**src/rtl/des_round_ctrl_if.sv**
```systemverilog
`default_nettype none
// ============================================================================
// Module      : des_round_ctrl_if
// Description : Handshake and datapath bundle between the DES round
//               controller, its IP/FP neighbours and the f-function.
//               master : the surrounding datapath. It drives start, decrypt,
//                        din and f_in.
//               slave  : the round controller. It drives r_out, key_idx,
//                        busy, done and dout.
// Ports       : start    1   begin a block, honoured only while idle
//               decrypt  1   1 = reverse subkey order, captured with start
//               din      64  post-IP block {L0, R0}
//               r_out    32  current R half, to the expansion stage
//               f_in     32  f-function result for r_out, same cycle
//               key_idx  4   subkey index for the current round
//               busy     1   block in progress
//               done     1   one-cycle pulse, dout valid
//               dout     64  pre-output block {R16, L16}
// Revision    : 1.0  initial release
// ============================================================================
interface des_round_ctrl_if;
    logic        start;
    logic        decrypt;
    logic [63:0] din;
    logic [31:0] r_out;
    logic [31:0] f_in;
    logic [3:0]  key_idx;
    logic        busy;
    logic        done;
    logic [63:0] dout;

    modport master (
        output start, decrypt, din, f_in,
        input  r_out, key_idx, busy, done, dout
    );

    modport slave (
        input  start, decrypt, din, f_in,
        output r_out, key_idx, busy, done, dout
    );
endinterface
`default_nettype wire

```
**src/rtl/des_round_ctrl.sv**
```systemverilog
`default_nettype none
// ============================================================================
// Module      : des_round_ctrl
// Description : Iterative DES Feistel round controller. It holds the L/R
//               half-block registers, runs ROUNDS rounds with one round per
//               clock, and issues the subkey index in encrypt or decrypt
//               order.
// Ports       : clk  rising-edge clock
//               rst  synchronous reset, active-high
//               bus  des_round_ctrl_if.slave, which carries start, decrypt,
//                    din, f_in, r_out, key_idx, busy, done and dout
// Parameters  : ROUNDS  number of Feistel rounds per block (2..16)
// Revision    : 1.0  initial release
// ============================================================================
module des_round_ctrl #(
    parameter int ROUNDS = 16
) (
    input  wire logic         clk,
    input  wire logic         rst,
    des_round_ctrl_if.slave   bus
);

    localparam logic [1:0] c_ST_IDLE = 2'd0;
    localparam logic [1:0] c_ST_RUN  = 2'd1;
    localparam logic [1:0] c_ST_DONE = 2'd2;
    localparam logic [3:0] c_LAST    = 4'(ROUNDS - 1);

    if (ROUNDS < 2 || ROUNDS > 16) begin : g_rounds_check
        $error("des_round_ctrl: ROUNDS must be in 2..16");
    end

    logic [1:0]  r_state;
    logic [31:0] r_l;
    logic [31:0] r_r;
    logic [3:0]  r_round;
    logic        r_dec;
    logic [63:0] r_dout;
    logic        r_done;
    logic        r_busy;
    logic [3:0]  r_key_idx;

    logic [3:0]  w_round_nxt;

    assign w_round_nxt = r_round + 4'd1;

    // key_idx is registered. Each write loads the index that belongs to the
    // round the counter will hold after this edge, so the index and r_out
    // always refer to the same round.
    always_ff @(posedge clk) begin
        if (rst) begin
            r_state   <= c_ST_IDLE;
            r_l       <= 32'd0;
            r_r       <= 32'd0;
            r_round   <= 4'd0;
            r_dec     <= 1'b0;
            r_dout    <= 64'd0;
            r_done    <= 1'b0;
            r_busy    <= 1'b0;
            r_key_idx <= 4'd0;
        end else begin
            r_done <= 1'b0;
            case (r_state)
                c_ST_IDLE: begin
                    if (bus.start) begin
                        r_l       <= bus.din[63:32];
                        r_r       <= bus.din[31:0];
                        r_round   <= 4'd0;
                        r_dec     <= bus.decrypt;
                        r_busy    <= 1'b1;
                        r_key_idx <= bus.decrypt ? c_LAST : 4'd0;
                        r_state   <= c_ST_RUN;
                    end
                end
                c_ST_RUN: begin
                    r_l <= r_r;
                    r_r <= r_l ^ bus.f_in;
                    if (r_round == c_LAST) begin
                        // The counter stops here, so it never wraps.
                        r_key_idx <= 4'd0;
                        r_state   <= c_ST_DONE;
                    end else begin
                        r_round   <= w_round_nxt;
                        r_key_idx <= r_dec ? (c_LAST - w_round_nxt) : w_round_nxt;
                    end
                end
                c_ST_DONE: begin
                    // The last round leaves the halves swapped. Listing R
                    // first undoes that swap, so R16 goes in the high half.
                    r_dout  <= {r_r, r_l};
                    r_done  <= 1'b1;
                    r_busy  <= 1'b0;
                    r_state <= c_ST_IDLE;
                end
                default: begin
                    r_busy    <= 1'b0;
                    r_key_idx <= 4'd0;
                    r_state   <= c_ST_IDLE;
                end
            endcase
        end
    end

    assign bus.r_out   = r_r;
    assign bus.key_idx = r_key_idx;
    assign bus.busy    = r_busy;
    assign bus.done    = r_done;
    assign bus.dout    = r_dout;

endmodule
`default_nettype wire

```
**src/flat_wrapper.sv**
```systemverilog
// flat-port wrapper written by rule: the top's interface ports become plain ports
module des_round_ctrl_flat 
#(
    parameter int ROUNDS = 16
)
  (clk, rst, bus_start, bus_decrypt, bus_din, bus_f_in, bus_r_out, bus_key_idx, bus_busy, bus_done, bus_dout);
  des_round_ctrl_if bus_i ();
  input  wire logic clk;
  input  wire logic rst;
  input wire logic [$bits(bus_i.start)-1:0] bus_start;
  input wire logic [$bits(bus_i.decrypt)-1:0] bus_decrypt;
  input wire logic [$bits(bus_i.din)-1:0] bus_din;
  input wire logic [$bits(bus_i.f_in)-1:0] bus_f_in;
  output wire logic [$bits(bus_i.r_out)-1:0] bus_r_out;
  output wire logic [$bits(bus_i.key_idx)-1:0] bus_key_idx;
  output wire logic [$bits(bus_i.busy)-1:0] bus_busy;
  output wire logic [$bits(bus_i.done)-1:0] bus_done;
  output wire logic [$bits(bus_i.dout)-1:0] bus_dout;
  assign bus_i.start = bus_start;
  assign bus_i.decrypt = bus_decrypt;
  assign bus_i.din = bus_din;
  assign bus_i.f_in = bus_f_in;
  assign bus_r_out = bus_i.r_out;
  assign bus_key_idx = bus_i.key_idx;
  assign bus_busy = bus_i.busy;
  assign bus_done = bus_i.done;
  assign bus_dout = bus_i.dout;
  des_round_ctrl #(.ROUNDS(ROUNDS)) u_core (.clk(clk), .rst(rst), .bus(bus_i));
endmodule
```
**config.mk**
```make
export PLATFORM = sky130hd
export DESIGN_NAME = des_round_ctrl_flat
export DESIGN_NICKNAME = d
export VERILOG_FILES = /design/src/rtl/des_round_ctrl_if.sv /design/src/rtl/des_round_ctrl.sv /design/src/flat_wrapper.sv
export SDC_FILE = /design/constraint.sdc
export NUM_CORES = 1
export LEC_CHECK = 0
export ABC_AREA = 1
export BUFFER_PORTS_ARGS = -buffer_cell sky130_fd_sc_hd__buf_4
export CAP_MARGIN = 0
export CORE_MARGIN = 5
export CORE_UTILIZATION = 50
export DETAILED_ROUTE_END_ITERATION = 8
export PLACE_DENSITY = 0.83
export SLEW_MARGIN = 5
export SYNTH_ARGS = -nofsm -noshare
export SYNTH_HDL_FRONTEND = slang
export SYNTH_SLANG_ARGS = --single-unit
```
**constraint.sdc**
```tcl
create_clock -name clk -period 1.9 [get_ports clk]
set_clock_uncertainty 0.15 [all_clocks]
set_input_delay 0.38 -clock clk [delete_from_list [all_inputs] [get_ports clk]]
set_output_delay 0.38 -clock clk [all_outputs]
set_load 0.01 [all_outputs]
```
==> results of run 1 <==
## cell type report
class | count | share of cell area, %
Sequential cell | 141 | 35.05
Inverter | 46 | 2.159
Tap cell | 143 | 2.222
Timing Repair Buffer | 216 | 20.91
Clock buffer | 22 | 5.764
Multi-Input combinational cell | 541 | 31.88
Clock inverter | 10 | 2.020
## cells in the final DEF, fill, tap and decap left out, drive strengths merged
master / n
a211oi: 1
a21oi: 27
a31oi: 46
buf: 216
bufinv: 4
clkbuf: 22
clkinv: 5
clkinvlp: 2
dfxtp: 141
ha: 1
inv: 45
nand2: 187
nand3: 26
nand4: 1
nor2: 99
o211ai: 18
o21ai: 100
or2: 19
xnor2: 1
xor2: 15
## flip-flops by register name, summed over array words and instances (netlist names)
| signal | cells |
|---|---|
| u_core.r_round | 4 |
| u_core.bus.r_out | 32 |
| u_core.r_state | 2 |
| u_core.bus.busy | 1 |
| u_core.r_dec | 1 |
| u_core.r_l | 32 |
| u_core.bus.done | 1 |
| u_core.bus.dout | 64 |
| u_core.bus.key_idx | 4 |
## power breakdown
group / leakage, nW / switching, mW / internal (mW)
clock network: 0.300 / 1.24 / 2.27
registers: 1.15 / 0.141 / 3.10
logic: 2.43 / 0.468 / 0.428
## worst paths after layout
check | to | slack, ns | start | cells after the start
hold reg to reg | u_core.bus.key_idx[1] | 0.34 | u_core.bus.key_idx[1] | 2
hold / removal | u_core.r_l[3] | 0.09 | bus_din[35] | 3
setup / recovery | u_core.bus.key_idx[0] | 0.18 | u_core.r_state[0] | 5
setup reg to reg | u_core.bus.key_idx[0] | 0.18 | u_core.r_state[0] | 5
## synth_stat cells (2+ instances only)
| cell type | number | area (um^2) |
|---|---|---|
| nand2_2 | 2 | 12.51 |
| buf_4 | 5 | 37.54 |
| buf_2 | 21 | 105.1 |
| o211ai_1 | 18 | 135.1 |
| inv_2 | 3 | 11.26 |
| or2_2 | 19 | 118.9 |
| nand3_1 | 26 | 130.1 |
| o21ai_0 | 100 | 500.5 |
| nor2_1 | 98 | 367.9 |
| clkbuf_1 | 26 | 97.59 |
| inv_1 | 42 | 157.7 |
| a31oi_1 | 46 | 287.8 |
| nand2_1 | 185 | 694.4 |
| dfxtp_1 | 141 | 2823 |
| a21oi_1 | 27 | 135.1 |
| xor2_1 | 15 | 131.4 |
## cells by family after synthesis
logic type	share of synthesized area, %
AOI/OAI and AO/OA	18.41
xor gates and xnor gates	2.420
adders and majority gates	0.2160
buffers and inverters	7.130
DFF	48.75
and+or+nand+nor	23.08
## metrics by stage
| stage | worst slack (ns) | hold WS, ns | area [um^2] | instances | utilization [%] |
|---|---|---|---|---|---|
| after floorplan | 0.4600 | 0.3158 | 5791 | 780 | - |
| after global placement | 0.2550 | 0.3023 | 7427 | 1087 | 65.32 |
| after detailed placement | 0.2074 | 0.3134 | 7427 | 1087 | 65.32 |
| after CTS | 0.1884 | 0.07985 | 8054 | 1119 | 70.84 |
| after global routing | 0.05840 | 0.08486 | 8054 | 1119 | 70.84 |
| final | 0.1811 | 0.09086 | 8054 | 1119 | 70.84 |
## worst min-delay path: stages
cell and delay [ns]:
buf_4 0.11, nand2_1 0.05, a31oi_1 0.07
## metal layers
layer / vias to the layer above / GRT usage, % / part of all wire (%)
li1: 2925 / - / -
met1: 2666 / 32.41 / 43
met2: 272 / 38.65 / 45
met3: 34 / 8.746 / 9.8
met4: 0 / 8.961 / 2.6
met5: - / 0 / 0
==> metrics, run 1 <==
status completed; cell mode on critical path nand2_2; max-cap viol count 0; #FFs+latches synth roughly 140; vias per cell between 5 and 6; Top delay family on crit path flip-flops; final wirelength approximately 18,000 um; CP max stage delay around 0.49 ns; Async SR Flop Fraction 0%; Clock Path Buffers 2; Hold Buf Count CTS 0; Worst EP arrival ~1.9 ns; Pwr Density 948.5 mW/mm^2; Crit path required time around 2.1 ns; Post-synth EDFFs 0; TritonCTS clock tree built; number of I/O port buffers around 200; Tightest Hold Check Type input port to flip-flop; starting density of the core roughly half; Root Driver clkbuf_16; Seq/Total Area, Yosys 48.75%; initial antenna violation count 0; P&R area growth vs syn 39.09%; VDD IR-drop max 0.0005747 V; DRT iter0 DRCs 533; Syn Inst Count 780; Synth Warn # 0; crit-path cells nand2_2 > nand2_2 > buf_4 > nand2_1 > a21oi_1; ANT nets after route 0; Core Area roughly 0.011 mm^2; Pleak around 3.9 nW; drt pass-1 iters 5; Final Total Pwr 7.639 mW; drt drc 0; syn_nets a little under 900; Post-CTS Resized 0; H-Tree Level Count 4; crit path launch type flip-flop; Fin. Hold Viols 0; CP bufs+invs 1; IO Pins 202; Reg area ~0.0028 mm^2; footprint of the multi-input gates roughly 0.0026 mm^2; fin crit share around nine tenths; Setup violations, final 0; ys flop type dfxtp_1; vias in the first global route roughly 5,600; slowest CP cell dfxtp_1; Post-Route Setup TNS 0 ns; fraction of layout cells with a size suffix above 1 between 20% and 30%; nets@finish 1,064; TritonCTS buffer count 17; Setup crit end kind flip-flop; largest net degree at the start of global routing 52; via count a little under 6,000; Detail Placement HPWL about 12,000 um; post-CTS setup buffer count 0; max-slew violations 0; n_diodes 0; global-route wire length before repair around 29,000 um; die height roughly 120 um; die area ~0.014 mm^2; Placer Congestion 0.8805; fmax approximately 580 MHz; RSZ-0062 raised after global routing no; WS Path Type flip-flop to flip-flop; # clock sinks around 140; Overflow after GRT 0; Die Wd ~120 um; Rows 39; clock-pin slew on the worst setup and hold paths about 0.06 ns; CP max FO 39; Avg Cell Area, Syn around 7.4 um^2; GRT Total Usage roughly a quarter; clock latency on the worst-skew pair about 0.41 ns; Worst slew margin between 60 and 70%; Cell variety after synth 22; Layout fillers 932; minimum clock period between 1.5 and 2 ns; Post-Syn Area 0.005791 mm^2; Slew @ Worst Pin 0.5406 ns; routed len/inst about 16 um
Note: power is estimated with default switching activity, not from simulation.
==> run 2: changes to the inputs <==
Settings changed: CORE_UTILIZATION 50 to 45, PLACE_DENSITY 0.83 to default, PLACE_DENSITY_LB_ADDON from default to 0.12.
Clock period 1.9 ns to 1.4 ns, I/O delays scaled along.
==> run 2 against run 1 <==
Net effect: global-route usage fell by 1.0 points; die area is 10% higher; the flow now finishes with violations (negative setup slack); via count is 5.4% higher; clock power up 30%; combinational power rose by 69%.
==> metrics, run 2 (same netlist as run 1, synthesis figures left out) <==
drt pass-1 iters 5; global-route wire length before repair 28,430 um; Detail Placement HPWL approximately 12,000 um; max-cap viol count 0; TritonCTS clock tree built; max FFs per register between 60 and 70; crit path launch type flip-flop; max-slew violations 0; final wirelength 20,460 um; Pwr Density ~1100 mW/mm^2; RSZ-0062 raised after global routing yes; Rows 41; R2R setup slack -0.04 ns; Overflow after GRT 0; Reg area between 0.002 and 0.003 mm^2; Root Driver clkbuf_16; Tightest Hold Check Type input port to flip-flop; drt drc 0; routed len/inst approximately 17 um; CP max FO 6; CP bufs+invs 4; clock-pin slew on the worst setup and hold paths about 0.060 ns; status complete, but fails checks; Non-Filler Instances 1,229; vias per cell 5.058; H-Tree Level Count 4; initial antenna violation count 0; crit-path cells inv_4 > nand2_2 > nor2_4 > buf_6 > clkbuf_16 > nand2_1 > o211ai_1 > nand2_1 > inv_1; Setup crit end kind flip-flop; fraction of layout cells with a size suffix above 1 roughly a third; Die Wd 123.4 um; IO Pins around 200; clock latency on the worst-skew pair roughly 0.42 ns; Placer Congestion ~0.84; Post-Route Setup TNS -0.7906 ns; fin crit share 103.0%; Worst EP arrival about 1.7 ns; via count around 6,200; Fin. Hold Viols 0; failing checks negative setup slack; number of I/O port buffers approximately 200; Inst Count DP ~1,100; Reg-to-Reg Start u_core.r_state[1]; vias in the first global route ~5,600; starting density of the core a little under half; WS Path Type flip-flop to flip-flop; GRT Total Usage 23.97%; final setup margin -0.04216 ns; die area approximately 0.015 mm^2; Pleak between 4 and 5 nW; Slew @ Worst Pin between 0.2 and 0.3 ns; nets@finish between 1,000 and 1,500; critical path launch point u_core.r_state[1]; Top delay family on crit path buffers and inverters; VDD IR-drop max 0.0008803 V; HP Start bus_f_in[27]; footprint of the multi-input gates between 0.002 and 0.003 mm^2; Clock Path Buffers 2; fmax roughly 690 MHz; most common cell after layout, fill and taps aside buf_4; slowest CP cell dfxtp_2; DRT iter0 DRCs ~600; cell mode on critical path nand2_1; Setup violations, final 53; P&R area growth vs syn 58.58%; ANT nets after route 0; Crit path required time around 1.6 ns; Core Area approximately 0.013 mm^2; die height between 100 and 150 um; minimum clock period approximately 1.4 ns; n_diodes 0; # clock sinks about 140; CP max stage delay 0.33 ns; largest net degree at the start of global routing 62; TritonCTS buffer count 17; most frequent cells in the layout buf_4, nand2_1, dfxtp_1; Worst slew margin about four fifths; Layout fillers ~1,000
[run 2: area by class of cell]
class / count / share of cell area [%]
inverters: 46 / 1.962
repair buffers: 297 / 28.72
flip-flops and latches: 141 / 31.13
clock inverters: 6 / 0.8721
multi-input cells: 541 / 29.31
well taps: 172 / 2.344
clock buffers: 26 / 5.655
[run 2: where the power goes]
part / switching [mW] / internal (mW)
Sequential: 0.189 / 4.22
Clock: 1.65 / 2.90
Combinational: 0.722 / 0.792
Total: 2.56 / 7.91
[run 2: metal layers]
metal | track usage, % | wire [um]
met5 | 0 | 0
met2 | 37.04 | 9467
met3 | 9.286 | 1854
met4 | 7.128 | 303
met1 | 31.10 | 8836
[run 2: tightest hold or removal path: cells and delay by family]
family / cells / cell delay, ns
simple gates: 1 / 0.05
buf+inv: 1 / 0.09
compound gates: 1 / 0.06
xor+xnor: 1 / 0.05
[run 2: path summary, 6_finish.rpt]
| kind | end | depth (start not counted) |
|---|---|---|
| setup / recovery | u_core.bus.r_out[19] | 9 |
| hold / removal | u_core.bus.r_out[27] | 4 |
| setup reg to reg | u_core.bus.r_out[19] | 9 |
| hold reg to reg | u_core.bus.dout[39] | 2 |
[run 2: what timing repair did]
| action | 4_1_cts | 5_1_grt |
|---|---|---|
| setup endpoints to repair | 15 | 109 |
| hold endpoints to repair | 43 | 1 |
| pin swaps | 0 | 13 |
| buffers inserted | 0 | 7 |
| gates resized for setup | 10 | 85 |
| hold buffers | 49 | 1 |
| gates cloned | 0 | 11 |
[run 2: through the flow]
stage / power [mW] / cell area, um^2 / hold WS [ns] / setup WS, ns / util (%)
2_1_floorplan: 5.088 / 5793 / 0.2903 / 0.01381 / -
4_1_cts: 10.35 / 8720 / 0.001116 / 0.00008460 / 69.10
5_1_grt: 10.85 / 9183 / 0.003015 / -0.1237 / 72.76
6_report: 10.46 / 9183 / 0.004716 / -0.04216 / 72.76
3_3_place_gp: 5.716 / 7612 / 0.3278 / 0.02542 / 60.32
3_5_place_dp: 5.729 / 7612 / 0.3228 / -0.006521 / 60.32
